## config.mk

```make
export PLATFORM = sky130hd
export DESIGN_NAME = gbc_sound_mixer
export DESIGN_NICKNAME = d
export VERILOG_FILES = /design/src/rtl/gbc_sound_mixer.sv
export SDC_FILE = /design/constraint.sdc
export NUM_CORES = 1
export LEC_CHECK = 0
export ABC_AREA = 1
export CAP_MARGIN = 20
export CORE_UTILIZATION = 40
export DETAILED_ROUTE_END_ITERATION = 10
export GPL_TIMING_DRIVEN = 0
export PLACE_DENSITY_LB_ADDON = 0.15
export SLEW_MARGIN = 25
export SYNTH_ARGS = -nofsm -noshare
export SYNTH_HDL_FRONTEND = slang
export SYNTH_SLANG_ARGS = --single-unit
```

## constraint.sdc

```tcl
create_clock -name I_CLK -period 5.3 [get_ports I_CLK]
set_clock_uncertainty 0.15 [all_clocks]
set_input_delay 0.53 -clock I_CLK [delete_from_list [all_inputs] [get_ports I_CLK]]
set_output_delay 0.53 -clock I_CLK [all_outputs]
set_load 0.005 [all_outputs]
```

## src/rtl/gbc_sound_mixer.sv

```systemverilog
// Time-multiplexed stereo mixer: snapshots channel samples and NR50/51/52 controls on a strobe,
// accumulates the panned channels one per cycle, then applies master volume and saturation.
module gbc_sound_mixer #(
  parameter int NUM_CH   = 4,
  parameter int SAMPLE_W = 20
) (
  input  logic                         I_CLK,
  input  logic                         I_RESET_L,
  input  logic                         I_STROBE,
  input  logic [NUM_CH*SAMPLE_W-1:0]   I_CH_SAMPLES,
  input  logic [NUM_CH-1:0]            I_PAN_SO1,
  input  logic [NUM_CH-1:0]            I_PAN_SO2,
  input  logic [2:0]                   I_SO1_VOL,
  input  logic [2:0]                   I_SO2_VOL,
  input  logic                         I_SO1_EN,
  input  logic                         I_SO2_EN,
  input  logic                         I_MASTER_EN,
  input  logic                         I_CLR_OVERRUN,
  output logic [SAMPLE_W-1:0]          O_SO1,
  output logic [SAMPLE_W-1:0]          O_SO2,
  output logic                         O_VALID,
  output logic                         O_BUSY,
  output logic                         O_OVERRUN
);

  localparam int ACC_W  = SAMPLE_W + $clog2(NUM_CH) + 1;
  localparam int PROD_W = ACC_W + 4;
  localparam int IDX_W  = (NUM_CH > 1) ? $clog2(NUM_CH) : 1;
  localparam logic [IDX_W-1:0] IDX_LAST = IDX_W'(NUM_CH - 1);
  localparam logic signed [PROD_W-1:0] SAT_MAX =
    signed'({{(PROD_W-SAMPLE_W+1){1'b0}}, {(SAMPLE_W-1){1'b1}}});
  localparam logic signed [PROD_W-1:0] SAT_MIN =
    signed'({{(PROD_W-SAMPLE_W+1){1'b1}}, {(SAMPLE_W-1){1'b0}}});

  typedef enum logic [1:0] {
    ST_IDLE  = 2'd0,
    ST_ACCUM = 2'd1,
    ST_SCALE = 2'd2,
    ST_DONE  = 2'd3
  } state_t;

  state_t                      state_r;
  state_t                      state_next_s;
  logic [IDX_W-1:0]            idx_r;
  logic signed [SAMPLE_W-1:0]  samp_r [NUM_CH];
  logic [NUM_CH-1:0]           pan1_r;
  logic [NUM_CH-1:0]           pan2_r;
  logic [2:0]                  vol1_r;
  logic [2:0]                  vol2_r;
  logic                        en1_r;
  logic                        en2_r;
  logic signed [ACC_W-1:0]     acc1_r;
  logic signed [ACC_W-1:0]     acc2_r;
  logic [SAMPLE_W-1:0]         res1_r;
  logic [SAMPLE_W-1:0]         res2_r;

  // Gain of (vol+1)/8 with floor rounding, clamped to the output range; a disabled terminal gives 0.
  function automatic logic [SAMPLE_W-1:0] scale_sat(
    input logic signed [ACC_W-1:0] acc,
    input logic [2:0]              vol,
    input logic                    en
  );
    logic [3:0]               gain;
    logic signed [PROD_W-1:0] prod;
    logic signed [PROD_W-1:0] shifted;
    logic [SAMPLE_W-1:0]      result;
    gain    = {1'b0, vol} + 4'd1;
    prod    = PROD_W'(acc) * signed'(PROD_W'(gain));
    shifted = prod >>> 3;
    if (!en) begin
      result = {SAMPLE_W{1'b0}};
    end else if (shifted > SAT_MAX) begin
      result = SAT_MAX[SAMPLE_W-1:0];
    end else if (shifted < SAT_MIN) begin
      result = SAT_MIN[SAMPLE_W-1:0];
    end else begin
      result = shifted[SAMPLE_W-1:0];
    end
    return result;
  endfunction

  // State register.
  always_ff @(posedge I_CLK or negedge I_RESET_L) begin
    if (!I_RESET_L) begin
      state_r <= ST_IDLE;
    end else begin
      state_r <= state_next_s;
    end
  end

  // Next-state logic.
  always_comb begin
    state_next_s = state_r;
    case (state_r)
      ST_IDLE: begin
        if (I_STROBE) begin
          state_next_s = ST_ACCUM;
        end else begin
          state_next_s = ST_IDLE;
        end
      end
      ST_ACCUM: begin
        if (idx_r == IDX_LAST) begin
          state_next_s = ST_SCALE;
        end else begin
          state_next_s = ST_ACCUM;
        end
      end
      ST_SCALE: state_next_s = ST_DONE;
      ST_DONE:  state_next_s = ST_IDLE;
      default:  state_next_s = ST_IDLE;
    endcase
  end

  // Snapshot, accumulate, scale and output registers.
  always_ff @(posedge I_CLK or negedge I_RESET_L) begin
    if (!I_RESET_L) begin
      idx_r   <= {IDX_W{1'b0}};
      pan1_r  <= {NUM_CH{1'b0}};
      pan2_r  <= {NUM_CH{1'b0}};
      vol1_r  <= 3'd0;
      vol2_r  <= 3'd0;
      en1_r   <= 1'b0;
      en2_r   <= 1'b0;
      acc1_r  <= {ACC_W{1'b0}};
      acc2_r  <= {ACC_W{1'b0}};
      res1_r  <= {SAMPLE_W{1'b0}};
      res2_r  <= {SAMPLE_W{1'b0}};
      O_SO1   <= {SAMPLE_W{1'b0}};
      O_SO2   <= {SAMPLE_W{1'b0}};
      O_VALID <= 1'b0;
      O_BUSY  <= 1'b0;
      for (int k = 0; k < NUM_CH; k++) begin
        samp_r[k] <= {SAMPLE_W{1'b0}};
      end
    end else begin
      O_VALID <= 1'b0;
      case (state_r)
        ST_IDLE: begin
          if (I_STROBE) begin
            for (int k = 0; k < NUM_CH; k++) begin
              samp_r[k] <= signed'(I_CH_SAMPLES[k*SAMPLE_W +: SAMPLE_W]);
            end
            pan1_r <= I_PAN_SO1;
            pan2_r <= I_PAN_SO2;
            vol1_r <= I_SO1_VOL;
            vol2_r <= I_SO2_VOL;
            en1_r  <= I_SO1_EN & I_MASTER_EN;
            en2_r  <= I_SO2_EN & I_MASTER_EN;
            acc1_r <= {ACC_W{1'b0}};
            acc2_r <= {ACC_W{1'b0}};
            idx_r  <= {IDX_W{1'b0}};
            O_BUSY <= 1'b1;
          end
        end
        ST_ACCUM: begin
          if (pan1_r[idx_r]) begin
            acc1_r <= acc1_r + ACC_W'(samp_r[idx_r]);
          end
          if (pan2_r[idx_r]) begin
            acc2_r <= acc2_r + ACC_W'(samp_r[idx_r]);
          end
          idx_r <= idx_r + IDX_W'(1);
        end
        ST_SCALE: begin
          res1_r <= scale_sat(acc1_r, vol1_r, en1_r);
          res2_r <= scale_sat(acc2_r, vol2_r, en2_r);
        end
        ST_DONE: begin
          O_SO1   <= res1_r;
          O_SO2   <= res2_r;
          O_VALID <= 1'b1;
          O_BUSY  <= 1'b0;
        end
        default: begin
          O_BUSY <= 1'b0;
        end
      endcase
    end
  end

  // Sticky overrun: a strobe while busy wins over a same-cycle clear.
  always_ff @(posedge I_CLK or negedge I_RESET_L) begin
    if (!I_RESET_L) begin
      O_OVERRUN <= 1'b0;
    end else if (I_STROBE && (state_r != ST_IDLE)) begin
      O_OVERRUN <= 1'b1;
    end else if (I_CLR_OVERRUN) begin
      O_OVERRUN <= 1'b0;
    end else begin
      O_OVERRUN <= O_OVERRUN;
    end
  end

endmodule

```

## After elaboration in Yosys (flattened, before gate mapping)

Index checks and enable logic that the tools add are counted.

- Input bits: 101
- Output and inout bits: 43
- Word-level logic and storage cells: 83
- Register bits after elaboration: 229

- Order comparisons: 6
- Multiply operators: 2
- Reduce and logical (&&, ||, !) cells: 11
- Equal/unequal tests: 7
- Mux-type cells: 28
- Add/subtract/negate cells: 5
- Bitwise operators: 3

Operator list:

| kind | number |
|---|---|
| two-way mux 20 bit | 8 |
| case mux 23 bit (2 select lines) | 2 |
| two-way mux 23 bit | 3 |
| multiplier 23 x 5 -> 27 bit | 2 |
| > comparator 24 x 20 -> 1 bit (second input constant) | 2 |
| less-than comparator 24 x 20 -> 1 bit (second input constant) | 2 |
| adder 23 x 20 -> 23 bit | 2 |
| binary-select mux 20 bit (select 2 bit) | 1 |
| adder 3 x 1 -> 4 bit (second input constant) | 2 |
| case mux 2 bit (4 select lines) | 1 |
| nonzero test 2 bit | 4 |
| two-way mux 1 bit | 7 |
| equality test 2 bit (second input constant) | 3 |
| inequality test 2 bit (second input constant) | 3 |
| AND reduction 2 bit | 3 |
| AND reduction 3 bit | 2 |
| binary-select mux 1 bit (select 2 bit) | 2 |
| two-way mux 2 bit | 2 |
| case mux 2 bit (2 select lines) | 1 |
| greater-or-equal comparator 3 bit (second input constant) | 1 |
| less-than comparator 2 x 3 -> 1 bit (second input constant) | 1 |
| inverter 2 -> 3 bit | 1 |
| adder 2 x 1 -> 2 bit (second input constant) | 1 |
| bitwise AND 1 bit | 2 |
| other kinds (4) | 4 |

## Logic depth before layout (Yosys ltp)

Gate-level depths: netlist (run 1).

- Depth after elaboration: 7
- Mapped depth: 28
- Gate-level depth less buffers: 26

## Worst setup path after synthesis (run 1)

OpenSTA, ideal clock, no wires.

- Path kind: reg-to-reg
- From: register vol1_r[0]
- To: register res1_r[12]
- Clock period less this slack: 4572 ps
- Path buffers: 2
- Cell stages (with the launch flop): 24
- Library setup time: 116 ps
- Data arrival time: 4305 ps
- Setup slack: 728 ps
- Required time: 5034 ps
- Path through: dfrtp_1 -> ha_1 -> xnor2_1 -> clkbuf_1 -> nor2_1 -> ha_1 -> fa_1 -> inv_1 -> fa_1 -> inv_1 -> ha_1 -> nand2_1 -> inv_1 -> a21oi_2 -> nor2_1 -> nor3_1 -> nand3_1 -> xnor2_1 -> inv_2 -> nand2_4 -> buf_8 -> nand2_1 -> nand2_1 -> nand2_1

- Longest elaborated chain between the ends: 6
- Elaborated cells between the ends (all ways): 7
- Classes of those cells: add/sub: 1; mul: 1; order compare: 2; mux: 3

Ends and longest elaborated chain:

| item | RTL line | source |
|---|---|---|
| start: declaration | 48 | `logic [2:0] vol1_r;` |
| start signal: assignment | 121 | `vol1_r <= 3'd0;` |
| start signal: assignment | 146 | `vol1_r <= I_SO1_VOL;` |
| adder 3 x 1 -> 4 bit (*) | 67 | `gain = {1'b0, vol} + 4'd1;` |
| multiplier 23 x 5 -> 27 bit (*) | 68 | `prod = PROD_W'(acc) * signed'(PROD_W'(gain));` |
| less-than comparator 24 x 20 -> 1 bit | 74 | `end else if (shifted < SAT_MIN) begin` |
| two-way mux 20 bit | 74 |  |
| two-way mux 20 bit (*) | 72 | `end else if (shifted > SAT_MAX) begin` |
| two-way mux 20 bit (*) | 70 | `if (!en) begin` |
| end signal: assignment | 127 | `res1_r <= {SAMPLE_W{1'b0}};` |
| end signal: assignment | 166 | `res1_r <= scale_sat(acc1_r, vol1_r, en1_r);` |
| end: declaration | 54 | `logic [SAMPLE_W-1:0] res1_r;` |

Every way passes the cells marked *; elsewhere a longest branch is shown, timed or not.
A chain may end at the register's enable or synchronous reset.

## Worst setup path in the final report (run 1)

- From: register vol1_r[1]
- To: register res1_r[9]

The elaborated chain is that of the path after synthesis.

==> run metrics, run 1 <==
largest fanout on the critical path 10; fmax a little over 200 MHz; #FFs+latches synth about 230; initial antenna violation count 0; First DRT Iteration DRCs 1049; CP Data Arrival Time between 5 and 6 ns; vias in the first global route 16953; # IOs approximately 140; setup TNS 0 ns; placeable core area between 40000 and 50000 um2; LEAKAGE 12.2 nW; ys flop type dfrtp_1; depth of the CTS H-tree 1; synthesized instance count about 2600; Worst Hold Class reg2reg; Placement Cell Area about 21000 um2; Util after Layout a little under half; Syn Std Cell Area roughly 19000 um2; Syn Nets around 3000; uppermost layer routed met4; clock slew at reported path FFs about 0.060 ns; Final min period between 4 and 5 ns; worst slew pin tran a little under 0.9 ns; part of the cycle the worst path needs 93.8%; R2R setup slack approximately 0.33 ns; drt pass-1 iters 8; Setup CP Type reg2reg; via density per instance slightly below 5; setup violators final 0; final instance area roughly 22000 um2; die height around 220 um; share of post-route cells with drive strength above 1 ~4.7%; CTS tree yes; Max Buffers Root-to-Sink 3; Multi-input gate area about 11000 um2; CTS Sinks between 200 and 250; Starting Density about two fifths; # DRC 50; length of routed met3 wiring around 2.6 mm; clk_lat worst skew between 0.5 and 0.6 ns; Routed WL 52.8 mm; TritonCTS Buffers 27; GRT overflow 0; Die ar. 48200 um2; M1 WL ~25 mm; largest net degree at the start of global routing just under 90; Synth async-reset ratio between 90% and 100%; RSZ-0062 raised after global routing false; Crit path required time between 5 and 6 ns; Fin Hold WS 0.319 ns; Layout Nets between 3000 and 4000; Max IR drop VDD approximately 310 uV; first-pass GRT wire length approximately 87 mm; Via Count between 15000 and 20000; CP Launch Type flop; Max-cap violations 0; status finished with violations; Wirelength per Cell approximately 15 um; Post-synth EDFFs 0; DPL Wire Length roughly 44 mm; GRT Overall Usage a little under a quarter; Storage cell area about 5700 um2; max-slew violation count 0; # fillers between 4000 and 5000; global placer's final weighted congestion between 0.9 and 1; Max-slew headroom between 40% and 50%; Netlist cell types 53; post-route ant nets 0; synth warn 0; Final Hold Viols 0; Core Rows 79; Worst setup EP type flop; register area share after synthesis between 30% and 40%; failing checks design-rule violations; Port Buffers approximately 140; Die W 220 um; clock root cell clkbuf_16; layout overhead on the synthesized area 17.8%; metal2 WL between 20 and 25 mm; PwrDens a little over 700 nW/um2; Mapped Avg Cell Area roughly 7.1 um2
power breakdown:
| group | internal (mW) | switching (mW) |
|---|---|---|
| logic | 3.92 | 7.02 |
| registers | 2.53 | 0.576 |
| clock network | 1.23 | 0.804 |
| total | 7.69 | 8.40 |
per-layer routing:
| metal | vias to the layer above | GRT usage (%) |
|---|---|---|
| met4 | 0 | 8.13 |
| li1 | 8651 | - |
| met2 | 396 | 36.6 |
| met1 | 7724 | 31.1 |
| met3 | 77 | 2.53 |
| met5 | - | 0 |
cell families (layout without fill, tap and decap cells):
kind of cell / Yosys count / in the layout / synth area share [%]
compound gates: 338 / 338 / 10.0
flops: 229 / 229 / 30.3
simple gates: 1304 / 1304 / 27.6
other cells: 0 / 1 / 0
buf+inv: 487 / 685 / 10.1
xor+xnor: 52 / 52 / 2.45
fa+ha+maj: 239 / 239 / 19.5
layout by cell type, fill, tap and decap left out, drive strengths merged, types with 31 or more instances in the layout:
master	synthesis	final
nand2	918	918
inv	408	413
nor2	253	253
dfrtp	229	229
ha	145	145
clkdlybuf4s50	0	142
o21ai	128	128
a21oi	108	108
fa	94	94
nand3	92	92
clkbuf	64	91
o22ai	44	44
xor2	31	31
repair_timing:
action	CTS	global route
pin swaps	0	1
endpoints found under the hold margin	58	0
resized for setup	5	31
hold buffers	1	0
setup buffers	0	2
setup endpoints to repair	38	39
path summary, 6_finish.rpt:
check	start	depth (start not counted)	end
max in group asynchronous	I_RESET_L	3	samp_r[55]
min reg2reg	samp_r[32]	2	samp_r[32]
max reg2reg	vol1_r[1]	24	res1_r[9]
min in group asynchronous	I_RESET_L	2	O_SO1[8]
max	vol1_r[1]	24	res1_r[9]
min	samp_r[32]	2	samp_r[32]
worst max-delay path: stages (launching register included):
cell and delay, ns:
dfrtp_1 0.45, ha_1 0.28, xnor2_4 0.25, clkbuf_4 0.27, nor2_1 0.07, ha_1 0.32, fa_1 0.54, inv_1 0.05
fa_1 0.53, inv_1 0.05, ha_1 0.39, nand2_2 0.12, nor2_1 0.20, nand2_1 0.09, nor2_1 0.12, nand2_1 0.12
nand3_1 0.10, nand2_1 0.05, nand2_1 0.09, nand4_1 0.15, nand2_4 0.15, buf_8 0.13, nand2_1 0.05, nand2_1 0.05
nand2_1 0.05
Yosys cell counts, types with 2 or more instances:
master	n	share of area, %
nor2_1	247	4.9
nand2_1	894	18
o21ai_0	124	3.3
nand4_1	22	0.73
o211ai_1	3	0.12
fa_1	94	9.9
nor2_2	5	0.17
inv_1	399	7.9
nand3_1	89	2.4
o22ai_1	44	1.5
a21oi_1	106	2.8
xor2_1	31	1.4
nor3_1	11	0.29
a21o_1	10	0.40
dfrtp_1	229	30
clkinv_1	3	0.059
o32ai_1	2	0.093
xnor2_1	20	0.93
a31oi_1	10	0.33
clkbuf_1	63	1.2
o21bai_1	15	0.59
nand2_2	21	0.69
nand3_2	2	0.11
buf_4	2	0.079
buf_2	3	0.079
a21oi_2	2	0.093
o31ai_1	2	0.079
a21boi_0	7	0.28
nor3_2	3	0.16
buf_6	4	0.24
ha_1	145	9.6
o21a_1	3	0.12
nand2_4	3	0.18
o21ai_1	4	0.11
nor3b_1	2	0.079
inv_2	8	0.16
sequential cells by signal, summed over array words and instances, names as in the netlist, named ones only:
register   cells
idx_r          2
O_SO1         20
samp_r        80
vol1_r         3
O_VALID        1
res2_r        20
O_SO2         20
acc2_r        23
O_OVERRUN      1
pan1_r         4
pan2_r         4
acc1_r        23
en1_r          1
en2_r          1
vol2_r         3
state_r        1
O_BUSY         1
res1_r        20
metrics by stage:
| step | total power, mW | setup WS, ns | cells |
|---|---|---|---|
| after floorplan | 10.8 | 0.728 | 2649 |
| after global placement | 13.8 | -6.34 | 3399 |
| after detailed placement | 13.9 | -0.210 | 3401 |
| after CTS | 16.1 | 0.0235 | 3452 |
| after global routing | 17.9 | 0.00916 | 3454 |
| final | 16.1 | 0.331 | 3455 |
layout make-up:
cell class | instances | share of cell area (%)
inverter | 411 | 6.95
antenna | 1 | 0.0112
tap | 607 | 3.41
clock buffer | 30 | 3.22
clock inverter | 20 | 1.22
multi-input combinational | 1933 | 50.9
sequential | 229 | 25.7
buffer | 76 | 1.75
timing repair buffer | 148 | 6.80
(Power assumes the default switching activity.)
==> run 2, diff against run 1 <==
==> constraint.sdc (replaced) <==
create_clock -name I_CLK -period 4.13 [get_ports I_CLK]
set_clock_uncertainty 0.15 [all_clocks]
set_input_delay 0.413 -clock I_CLK [delete_from_list [all_inputs] [get_ports I_CLK]]
set_output_delay 0.413 -clock I_CLK [all_outputs]
set_load 0.005 [all_outputs]
==> run metrics, run 2 (same netlist as run 1, synthesis figures left out) <==
status finished with violations; failing checks design-rule violations, negative setup slack; Wirelength per Cell roughly 16 um; Setup crit start vol1_r[1]; worst r2r path cells 26; fmax approximately 220 MHz; Multi-input gate area roughly 14000 um2; CTS tree yes; # IOs 144; RSZ-0062 raised after global routing true; Max-cap violations 0; via density per instance 4.93; Die ar. 48200 um2; largest fanout on the critical path 7; Core Rows between 70 and 80; Via Count ~18000; Largest regs samp_r: 80 flops, acc1_r: 23 flops, acc2_r: 23 flops; post-route ant nets 0; First DRT Iteration DRCs roughly 1100; commonest non-fill, non-tap cell in the layout nand2_1; initial antenna violation count 0; # fillers around 4400; FF-to-FF Start vol1_r[1]; TritonCTS Buffers 27; GRT overflow 0; most frequent cells in the layout nand2_1, inv_1, dfrtp_1; CTS Sinks ~230; die height between 200 and 250 um; CP Launch Type flop; vias in the first global route around 18000; Final Hold Viols 0; Routed WL between 50 and 60 mm; clk_lat worst skew 0.57 ns; first-pass GRT wire length just over 90 mm; part of the cycle the worst path needs 110%; max reg flops 80; Crit path required time 4.44 ns; share of post-route cells with drive strength above 1 between 20% and 30%; Worst Hold Class in2reg; worst slew pin tran between 0.8 and 0.9 ns; Setup CP Type reg2reg; max-slew violation count 0; Max-slew headroom just over 40%; global placer's final weighted congestion around 0.90; drt pass-1 iters 8; GRT Overall Usage between 20% and 30%; final instance area about 26000 um2; DPL Wire Length approximately 45 mm; setup violators final 40; Starting Density 40.6%; Port Buffers about 140; worst reg2reg path endpoint res1_r[6]; R2R setup slack -0.42 ns; largest reg by FF count samp_r; # DRC 44; Layout Nets ~3300; Final min period 4.55 ns; Placement Cell Area ~22000 um2; Storage cell area 5740 um2; largest net degree at the start of global routing 90; placeable core area roughly 47000 um2; clock slew at reported path FFs about 0.060 ns; clock root cell clkbuf_16; CP endpoint res1_r[6]; Worst setup EP type flop; Max Buffers Root-to-Sink 3; Die W roughly 220 um; depth of the CTS H-tree 1; CP Data Arrival Time 4.86 ns; layout overhead on the synthesized area 37.1%; hold_sp I_CH_SAMPLES[37]; final worst slack -0.424 ns
[run 2: changes by cell type in the layout (fill, tap and decap cells not counted), moves of 40 or more]
cell,previous run,this run
buf_4,5,93
ha_1,144,78
ha_4,0,63
inv_1,399,344
inv_2,8,59
nand2_1,892,767
nand2_2,23,111
nand3_1,88,35
nand3_2,3,43
nor2_1,247,169
nor2_4,1,49
[run 2: how the worst min path moves through the flow]
stage	slack [ns]	depth (start not counted)	end
2_1_floorplan	-0.03	0	O_BUSY
3_3_place_gp	0.30	2	samp_r[31]
3_5_place_dp	0.30	1	O_SO2[6]
4_1_cts	0.21	3	samp_r[57]
5_1_grt	0.25	3	samp_r[64]
6_report	0.23	3	samp_r[57]
[run 2: routing by layer]
layer / wire [um] / part of all wire, % / track usage, % / up-vias
met5: 0 / 0 / 0 / -
met4: 2030 / 3.5 / 8.94 / 0
met3: 1990 / 3.5 / 1.97 / 94
met2: 26800 / 47 / 39.9 / 393
met1: 26800 / 46 / 32.0 / 8257
li1: - / - / - / 8920
[run 2: worst max-delay path, stage by stage (launching register included)]
cell and delay (ns):
dfrtp_2 0.44, ha_4 0.19, xnor2_4 0.12, buf_12 0.16, buf_8 0.14, nor2_4 0.10, ha_4 0.21, fa_1 0.52
inv_2 0.05, fa_1 0.52, inv_2 0.05, ha_4 0.27, nand2_4 0.11, inv_2 0.03, nand2_1 0.05, nand2_1 0.07
nand2_1 0.07, nand2_2 0.08, a21oi_4 0.16, nand3_2 0.09, nand2_2 0.09, nand4_1 0.24, nand2_4 0.22, clkbuf_16 0.17
nand2_2 0.04, nand2_1 0.05, nand2_1 0.05
[run 2: area by class of cell]
cell class | count | share of cell area (%)
Antenna cell | 1 | 0.00964
Buffer | 76 | 1.88
Clock buffer | 40 | 2.98
Clock inverter | 10 | 0.631
Inverter | 411 | 6.03
Multi-Input combinational cell | 1934 | 53.3
Sequential cell | 229 | 22.1
Tap cell | 607 | 2.93
Timing Repair Buffer | 272 | 10.1
[run 2: timing repair]
action,4_1_cts,5_1_grt
setup buffers,83,37
gates resized for setup,233,285
hold endpoints to repair,80,0
gates cloned,5,3
pin swaps,168,208
setup endpoints to repair,46,61
hold buffers,1,0
[run 2: stage by stage]
stage                     hold WS (ns)  instances  worst slack, ns  utilization (%)  setup TNS, ns
after CTS                        0.208       3540           -0.411             52.6         -13.87
after global placement           0.302       3399            -7.43             47.0       -1714.21
after detailed placement         0.302       3401           -0.712             47.1         -23.11
after floorplan                -0.0326       2649          -0.0363                -         -0.407
after global routing             0.245       3579           -0.644             55.6         -22.90
final                            0.232       3580           -0.424             55.6         -14.58
Power of run 2 is left out: the tool's default activity adds up to more than one toggle a clock period on the data nets, which glitch-free logic cannot reach.
